`config.mk`:
```
export PLATFORM = sky130hd
export DESIGN_NAME = instr_seq
export DESIGN_NICKNAME = d
export VERILOG_FILES = /design/src/rtl/instr_seq.sv
export SDC_FILE = /design/constraint.sdc
export NUM_CORES = 1
export LEC_CHECK = 0
export CAP_MARGIN = 25
export CORE_ASPECT_RATIO = 0.75
export CORE_MARGIN = 4
export CORE_UTILIZATION = 30
export DETAILED_ROUTE_END_ITERATION = 10
export PLACE_DENSITY = 0.67
export SYNTH_ARGS = -nofsm -noshare
export SYNTH_HDL_FRONTEND = slang
export SYNTH_SLANG_ARGS = --single-unit
```
`constraint.sdc`:
```
create_clock -name Clock -period 1.9 [get_ports Clock]
set_input_delay 0.38 -clock Clock [delete_from_list [all_inputs] [get_ports Clock]]
set_output_delay 0.38 -clock Clock [all_outputs]
set_load 0.005 [all_outputs]
```
`src/rtl/instr_seq.sv`:
```
// instr_seq: fetch/issue sequencer feeding the proc core one instruction at a time.
// Optional retired-instruction counter enabled by INSTR_SEQ_RETIRE_CNT_EN.
module instr_seq #(
    parameter int AW = 8
) (
    input  logic          Clock,
    input  logic          Resetn,
    input  logic          Start,
    input  logic [AW-1:0] StartAddr,
    input  logic          Halt,
    output logic [AW-1:0] MemAddr,
    output logic          MemRd,
    input  logic [15:0]   MemData,
    output logic [15:0]   DIN,
    output logic          Run,
    input  logic          Done,
    output logic          Busy,
    output logic          Halted,
    output logic [AW-1:0] PC,
    output logic [15:0]   Retired
);
    typedef enum logic [1:0] {IDLE, FETCH, ISSUE, EXEC} state_t;
    state_t state, state_nx;
    logic [AW-1:0] pc;
    logic [15:0] din_q;
    logic halted, halt_q;
    logic halt_op, run, accept, retire;
    assign halt_op = MemData[15:13] == 3'b111;
    assign run     = state == ISSUE && !halt_op;
    assign accept  = state == IDLE && Start;
    assign retire  = state == EXEC && Done;
    assign MemAddr = pc;
    assign PC      = pc;
    assign MemRd   = state == FETCH;
    assign Busy    = state != IDLE;
    assign Halted  = halted;
    assign Run     = run;
    assign DIN     = run ? MemData : din_q;
    always_comb begin
        state_nx = state;
        case (state)
            IDLE:    state_nx = Start ? FETCH : IDLE;
            FETCH:   state_nx = ISSUE;
            ISSUE:   state_nx = halt_op ? IDLE : EXEC;
            EXEC:    state_nx = !Done ? EXEC : (halt_q || Halt) ? IDLE : FETCH;
            default: state_nx = IDLE;
        endcase
    end
    always_ff @(posedge Clock or negedge Resetn) begin
        if (!Resetn) begin
            state  <= IDLE;
            pc     <= '0;
            din_q  <= '0;
            halted <= 1'b0;
            halt_q <= 1'b0;
        end else begin
            state  <= state_nx;
            pc     <= accept ? StartAddr : retire ? pc + 1'b1 : pc;
            din_q  <= run ? MemData : din_q;
            halted <= accept ? 1'b0 : (state == ISSUE && halt_op) ? 1'b1 : halted;
            // a Halt coinciding with Done is folded into the EXEC exit decision
            halt_q <= state_nx == IDLE ? 1'b0 : (Halt && state != IDLE) ? 1'b1 : halt_q;
        end
    end
`ifdef INSTR_SEQ_RETIRE_CNT_EN
    logic [15:0] retired;
    always_ff @(posedge Clock or negedge Resetn) begin
        if (!Resetn)
            retired <= '0;
        else
            retired <= accept ? 16'h0000 : (retire && retired != 16'hFFFF) ? retired + 1'b1 : retired;
    end
    assign Retired = retired;
`else
    assign Retired = 16'h0000;
`endif
endmodule

```
After elaboration in Yosys (flattened, before gate mapping). Cells that the tools add are included.

Add/sub/neg operators: 1. Multiply operators: 0. Div/mod/pow operators: 0. $lt $le $gt $ge: 0. Equal/unequal tests: 4. Shift-type cells: 0. Multiplexer cells: 12. Bitwise operators: 0. Reduce and logical (&&, ||, !) cells: 13.

Operator list (count): two-way mux 16 bit (1); two-way mux 8 bit (2); adder 8 x 1 -> 8 bit (second input constant) (1); one-hot mux 2 bit (4 select lines) (1); nonzero test 2 bit (4); two-way mux 1 bit (6); logical AND 1 bit (5); equality test 2 bit (second input constant) (2); logical NOT 2 bit (2); two-way mux 2 bit (2); equality test 3 bit (second input constant) (1); equality test 2 x 1 -> 1 bit (second input constant) (1); logical NOT 1 bit (1); logical OR 1 bit (1).

Register bits: 28. Latch bits: 0. Bits in writable memories: 0. Memory bits (read-only): 0. Bits of input ports: 29. Output and inout bits: 52. Memories kept: 0.

Depth between registers and ports, before layout. Gate-level depths: netlist of the first run.

Depth in word-level cells: 6. Depth in mapped cells: 7. Gate-level depth less buffers: 5.

Worst setup path after synthesis of the first run. No wires, ideal clock.

Kind: reg-to-output. From: reg state[0]. To: out DIN[10]. Data arrival time: 1.188 ns. Required time: 1.520 ns. Slack: 0.332 ns. Stages on the path, launching flop included: 8. Path buffers: 2. Cells stage by stage: dfrtp_1 nand2b_1 nand2b_4 buf_12 inv_6 buf_6 nand2_1 nand2_1.

Word-level cells in the longest chain between the ends: 3.

Ends and longest elaborated chain: start, declared (RTL line 23) `state_t state, state_nx;`; start signal, assigned (RTL line 57) `state <= state_nx;`; equality test 2 bit (RTL line 29) `assign run = state == ISSUE && !halt_op;`; logical AND 1 bit (RTL line 29); via Run (RTL line 15) `output logic Run,`; two-way mux 16 bit; end, declared (RTL line 14) `output logic [15:0] DIN,`.

The timed path passes the listed nets, and every way through them passes these cells.

Worst setup path after layout of the first run.
From: reg state[0]. To: out DIN[8].

Word-level cells in the longest chain between the ends: 3.

Ends and longest elaborated chain (RTL line): equality test 2 bit (29); logical AND 1 bit (29); two-way mux 16 bit.

Every way passes these cells.

==> results of run 1 <==
==> per-layer routing <==
metal  vias to the layer above  GRT usage [%]  wire length [um]
li1                        622              -                 -
met1                       549           15.3              1610
met2                        36           18.7              1700
met3                         2           3.80               250
met4                         0           1.12                11
met5                         -              0                 0
==> placed cells by master (no fill, tap or decap), types with 2 or more instances in the layout <==
master	netlist	final
o21ai_2	4	4
buf_4	25	24
nor2_1	2	2
o22a_1	3	3
xnor2_1	2	2
clkdlybuf4s50_1	0	42
dlygate4sd2_1	0	5
clkbuf_8	1	3
dfrtp_1	28	28
xor2_1	4	4
nand2b_4	1	2
buf_6	2	3
conb_1	1	16
clkbuf_2	0	5
and3_1	2	2
buf_2	0	9
nand2_1	51	39
nand4_1	5	5
nand2_2	0	12
o21ai_0	5	5
a31oi_1	2	2
==> how the worst max path moves through the flow <==
stage,to,cells past startpoint
finish,DIN[8],7
global route,DIN[6],7
CTS,MemRd,3
detailed placement,DIN[11],7
global placement,DIN[0],7
floorplan,DIN[10],7
==> report_power, final <==
part           total, uW  switching (uW)  internal [uW]
clock network        466             184            282
registers           1090             201            891
logic               2090             863           1230
==> registers in the layout, indices dropped and copies added, names as in the netlist <==
register / count
MemAddr: 8
state: 2
halt_q: 1
din_q: 16
Halted: 1
==> cell families (layout without fill, tap and decap cells) <==
kind of cell,count (synthesis),in the layout,synth area share (%)
AO/OA/AOI/OAI,17,17,8.15
XOR/XNOR,6,6,3.57
flip-flops,28,28,47.5
other,1,16,0.254
multiplexers,2,2,1.44
buffers and inverters,31,96,17.4
AND/OR/NAND/NOR,68,68,20.8
adder cells (fa/ha/maj),1,1,0.849
==> repair_timing <==
item	CTS	global route
buffers inserted	7	6
gates resized for setup	60	23
setup endpoints to repair	18	17
gates cloned	0	0
pin swaps	1	13
==> layout make-up <==
class                   count  share of cell area, %
clock buffers               3                   1.83
clock inverters             1                   1.33
inverters                   2                  0.666
multi-input cells         110                   27.3
flip-flops and latches     28                   31.1
well taps                  57                   3.16
repair buffers             90                   34.6
==> synthesized netlist by cell type, types with 2 or more instances <==
master / count / area, sq um
a31oi_1: 2 / 12.5
and3_1: 2 / 12.5
buf_4: 25 / 188
buf_6: 2 / 22.5
dfrtp_1: 28 / 701
nand2_1: 51 / 191
nand4_1: 5 / 31.3
nor2_1: 2 / 7.51
o21ai_0: 5 / 25.0
o21ai_2: 4 / 35.0
o22a_1: 3 / 26.3
xnor2_1: 2 / 17.5
xor2_1: 4 / 35.0
==> per-stage QoR <==
stage          hold slack, ns  std cells  setup WS, ns  utilization, %  setup TNS (ns)
6_report                0.471        291        0.0225            49.0               0
5_1_grt                 0.488        291       -0.0674            49.0          -0.530
4_1_cts                 0.483        285       0.00445            47.5               0
3_5_place_dp            0.458        274        -0.455            45.9           -7.21
3_3_place_gp            0.457        274        -0.439            45.9           -6.80
2_1_floorplan          0.0844        169         0.332               -               0
==> critical path: cells and delay by family, from the launching register on <==
kind | cells | cell delay [ns]
buffers and inverters | 3 | 0.40
DFF | 1 | 0.39
and+or+nand+nor | 4 | 0.45
==> run metrics, run 1 <==
reg2reg end=MemAddr[5]; Port Buf Inserts=64; routed vias/inst=4.15; Vias=approximately 1200; Final ANT Viol Nets=0; vias in the first global route=~1200; Hold Path Class=reg -> reg; Sinks on Clock Net=28; area occupied by multi-input gates=roughly 600 sq um; drt drc=0; die area=between 0.006 and 0.007 sq mm; async set-reset flop share out of synthesis=between 90% and 100%; htree depth=1; synth unique cells=32; layout cells sized above 1=around 29%; Seq. cell area=701 sq um; synth-to-layout area growth=53.0%; CTS Buf Count=3; Hold Buf Count CTS=0; syn_area_per_cell=9.57 sq um; crit path kind=reg -> out; Post-synth EDFFs=0; Die Wd=~89 um; Root Driver=clkbuf_8; Final period util=around 99%; clock-pin slew on the worst setup and hold paths=~0.10 ns; Layout Nets=around 270; Core ar.=between 0.004 and 0.005 sq mm; Syn. warnings=0; cells on worst reg2reg path=4; GRT Overall Usage=between 10% and 20%; max_cap viols=0; gate count after technology mapping=around 150; crit path DAT=approximately 1.5 ns; I/O Pins=~80; RSZ-0062 raised after global routing=yes; post-layout min period=1.88 ns; Routed WL per cell=around 12 um; critical path capture point type=output port; total wire length=~3.6 mm; Iter 0 DRT Violations=28; P_leak=~0.0011 uW; Req. time, crit path=approximately 1.5 ns; initial antenna violation count=0; clock skew=approximately 0.0034 ns; Critical path origin=state[0]; global-route wire length before repair=5.49 mm; critical path's slowest cell=dfrtp_1; cells along the critical path=nand2b_4 -> nand2b_4 -> buf_6 -> buf_12 -> nand2_1 -> nand2_1 -> buf_2; register area share after synthesis=47.5%; power density over cell area=1620 mW/mm^2; CTS tree=yes; reg2reg setup slack=approximately 0.32 ns; Initial Util=about a third; final setup vio count=0; Die Height=68.7 um; largest net degree at the start of global routing=29; final-layout fill cell count=between 400 and 500; hold path depth=2; diode count=0; Worst Hold End=din_q[3]; Fmax=~530 MHz; GP Congestion=approximately 0.76; synthesized area=around 0.0015 sq mm; fin. max-slew vios=0; clk_lat worst skew=0.27 ns; Worst IR Drop VDD=between 0.0007 and 0.0008 V; nature of the critical path startpoint=register; grt ovf=0; flip-flop and latch count after synthesis=28; Final Hold Vio Count=0; Total Power=approximately 3700 uW; fin area=between 0.002 and 0.0025 sq mm; Clock Tree Buf Depth=2; hold_sp=din_q[3]; placed inst area=~0.0021 sq mm; Worst path max stage delay=0.39 ns; critical path fanouts, max=8; ys flop type=dfrtp_1; detailed-placement wirelength estimate=between 2 and 3 mm; drt first pass iters=4; Site Rows=21; status=complete, no violations; Reg2Reg Launch Point=state[1]
Power figures use the tool's default switching activity.
==> inputs of run 2 (changes only) <==
CAP_MARGIN = 20   (was 25)
PLACE_DENSITY = not set   (was 0.67)
==> run metrics, run 2 (synthesized netlist as in run 1, its figures left out) <==
critical path capture point type=output port; clock skew=0.00202 ns (-0.00134 ns); diode count=0 (unchanged); die area=0.00611 sq mm (unchanged); clock-pin slew on the worst setup and hold paths=0.09 ns (about the same); vias in the first global route=1147 (-5.1%); Die Wd=88.9 um (unchanged); Reg2Reg Launch Point=state[1]; clk_lat worst skew=0.26 ns (about the same); Non-Filler Instances=293 (+0.69%); power density over cell area=1580 mW/mm^2 (-2.4%); Hold Buf Count CTS=0 (unchanged); status=complete, no violations; Final period util=96.1% (-2.7 points); Initial Util=32.1% (unchanged); hold path depth=2 (unchanged); Worst Hold End=din_q[9]; Core ar.=0.00460 sq mm (unchanged); routed vias/inst=4.28 (+3.1%); Site Rows=21 (unchanged); total wire length=3.63 mm (+1.7%); Routed WL per cell=12.4 um (+1.0%); detailed-placement wirelength estimate=2.64 mm (-1.0%); htree depth=1 (unchanged); P_leak=0.00111 uW (+0.66%); layout cells sized above 1=29.7% (+0.60 points); Seq. cell area=701 sq um (unchanged); Vias=1255 (+3.8%); final-layout fill cell count=468 (+3.3%); cells on worst reg2reg path=5 (+1); crit path kind=reg -> out; synth-to-layout area growth=54.0%; Worst IR Drop VDD=0.000741 V (-1.4%); Iter 0 DRT Violations=50 (+79%); drt drc=0 (unchanged); Final Hold Vio Count=0 (unchanged); Clock Tree Buf Depth=2 (unchanged); CTS tree=yes; critical path fanouts, max=4 (-4); I/O Pins=81 (unchanged); nature of the critical path startpoint=register; drt first pass iters=4 (unchanged); post-layout min period=1.83 ns (-0.0508 ns); largest net degree at the start of global routing=29 (unchanged); Req. time, crit path=1.52 ns (about the same); crit path DAT=1.45 ns (-0.05 ns); Root Driver=clkbuf_8; grt ovf=0 (unchanged); Final ANT Viol Nets=0 (unchanged); Final Hold Slack=0.484 ns (+0.0129 ns); commonest non-fill, non-tap cell in the layout=clkdlybuf4s50_1; hold_sp=din_q[9]; Layout Nets=268 (+1.1%); CTS Buf Count=3 (unchanged); Hold Path Class=reg -> reg; Largest Register=din_q; final setup vio count=0 (unchanged); area occupied by multi-input gates=629 sq um (+2.2%); global-route wire length before repair=5.40 mm (-1.6%); max_cap viols=0 (unchanged); Sinks on Clock Net=28 (unchanged); Fmax=547 MHz (+2.8%); Die Height=68.7 um (unchanged); fin. max-slew vios=0 (unchanged); Port Buf Inserts=64 (unchanged); most frequent cells in the layout=42 x clkdlybuf4s50_1, 39 x nand2_1, 28 x dfrtp_1, 25 x buf_4, 16 x conb_1; reg2reg end=MemAddr[5]; dpl cells=277 (+1.1%); GP Congestion=0.775 (+2.0%); reg2reg setup slack=0.38 ns (+0.06 ns); initial antenna violation count=0 (unchanged); max FFs per register=16 (unchanged); GRT Overall Usage=11.4% (about the same)
==> run 2: changes by cell type in the layout (fill, tap and decap cells not counted) <==
cell,change
clkdlybuf4s15_2,+1
buf_2,-2
buf_6,+2
nand2b_4,+1
buf_4,+1
bufinv_16,-1
==> run 2: routing by layer <==
metal  up-vias  global-route usage, %  part of all wire [%]
li1        632                      -                     -
met3         2                   2.97                   7.2
met5         -                      0                     0
met4         0                   2.23                  0.74
met2        39                   18.1                    45
met1       582                   15.8                    48
==> run 2: what timing repair did <==
| item | in CTS | in global routing |
|---|---|---|
| cloned | 1 | 0 |
| setup endpoints to repair | 17 | 14 |
| buffers inserted | 10 | 3 |
| pin swaps | 2 | 6 |
| gates resized for setup | 64 | 21 |
==> run 2: stage by stage <==
step | total power (uW) | TNS [ns] | utilization [%] | worst slack [ns] | cell area, sq um
final | 3590 | 0 | 49.4 | 0.0733 | 2270
after floorplan | 2040 | 0 | - | 0.332 | 1530
after detailed placement | 3190 | -7.31 | 46.3 | -0.471 | 2130
after global placement | 3170 | -7.08 | 46.3 | -0.454 | 2130
after global routing | 3890 | -0.00525 | 49.4 | -0.00351 | 2270
after CTS | 3550 | 0 | 48.7 | 0.00831 | 2240
==> run 2: how the worst max path moves through the flow <==
| stage | endpoint | slack (ns) | start |
|---|---|---|---|
| after floorplan | DIN[10] | 0.33 | state[0] |
| after global placement | DIN[9] | -0.45 | MemData[15] |
| after detailed placement | DIN[12] | -0.47 | MemData[15] |
| after CTS | DIN[7] | 0.008 | state[0] |
| after global routing | DIN[2] | -0.004 | state[0] |
| final | DIN[2] | 0.07 | state[0] |
==> run 2: critical path, stage by stage, from the launching register on <==
cell and delay (ns):
dfrtp_1 0.38, nand2b_4 0.15, nand2b_4 0.18, buf_6 0.13
buf_4 0.12, nand2_2 0.05, nand2_2 0.05, buf_6 0.11
==> run 2: cell type report <==
type                    count  area share [%]
well taps                  57            3.14
repair buffers             92            35.8
multi-input cells         111            27.7
inverters                   2           0.662
flip-flops and latches     28            30.9
clock buffers               3            1.82
==> run 2: where the power goes <==
part / switching (uW) / internal (uW) / total [uW] / leakage [uW]
logic: 892 / 1290 / 2180 / 0.000746
registers: 200 / 892 / 1090 / 0.000338
clock network: 171 / 142 / 313 / 0.0000216
total: 1260 / 2320 / 3590 / 0.00111
==> inputs of run 3 (changes only) <==
SLEW_MARGIN = 20   (was not set)
==> results of run 3 <==
No change in the layout: final DEF, timing and power equal those of run 2.
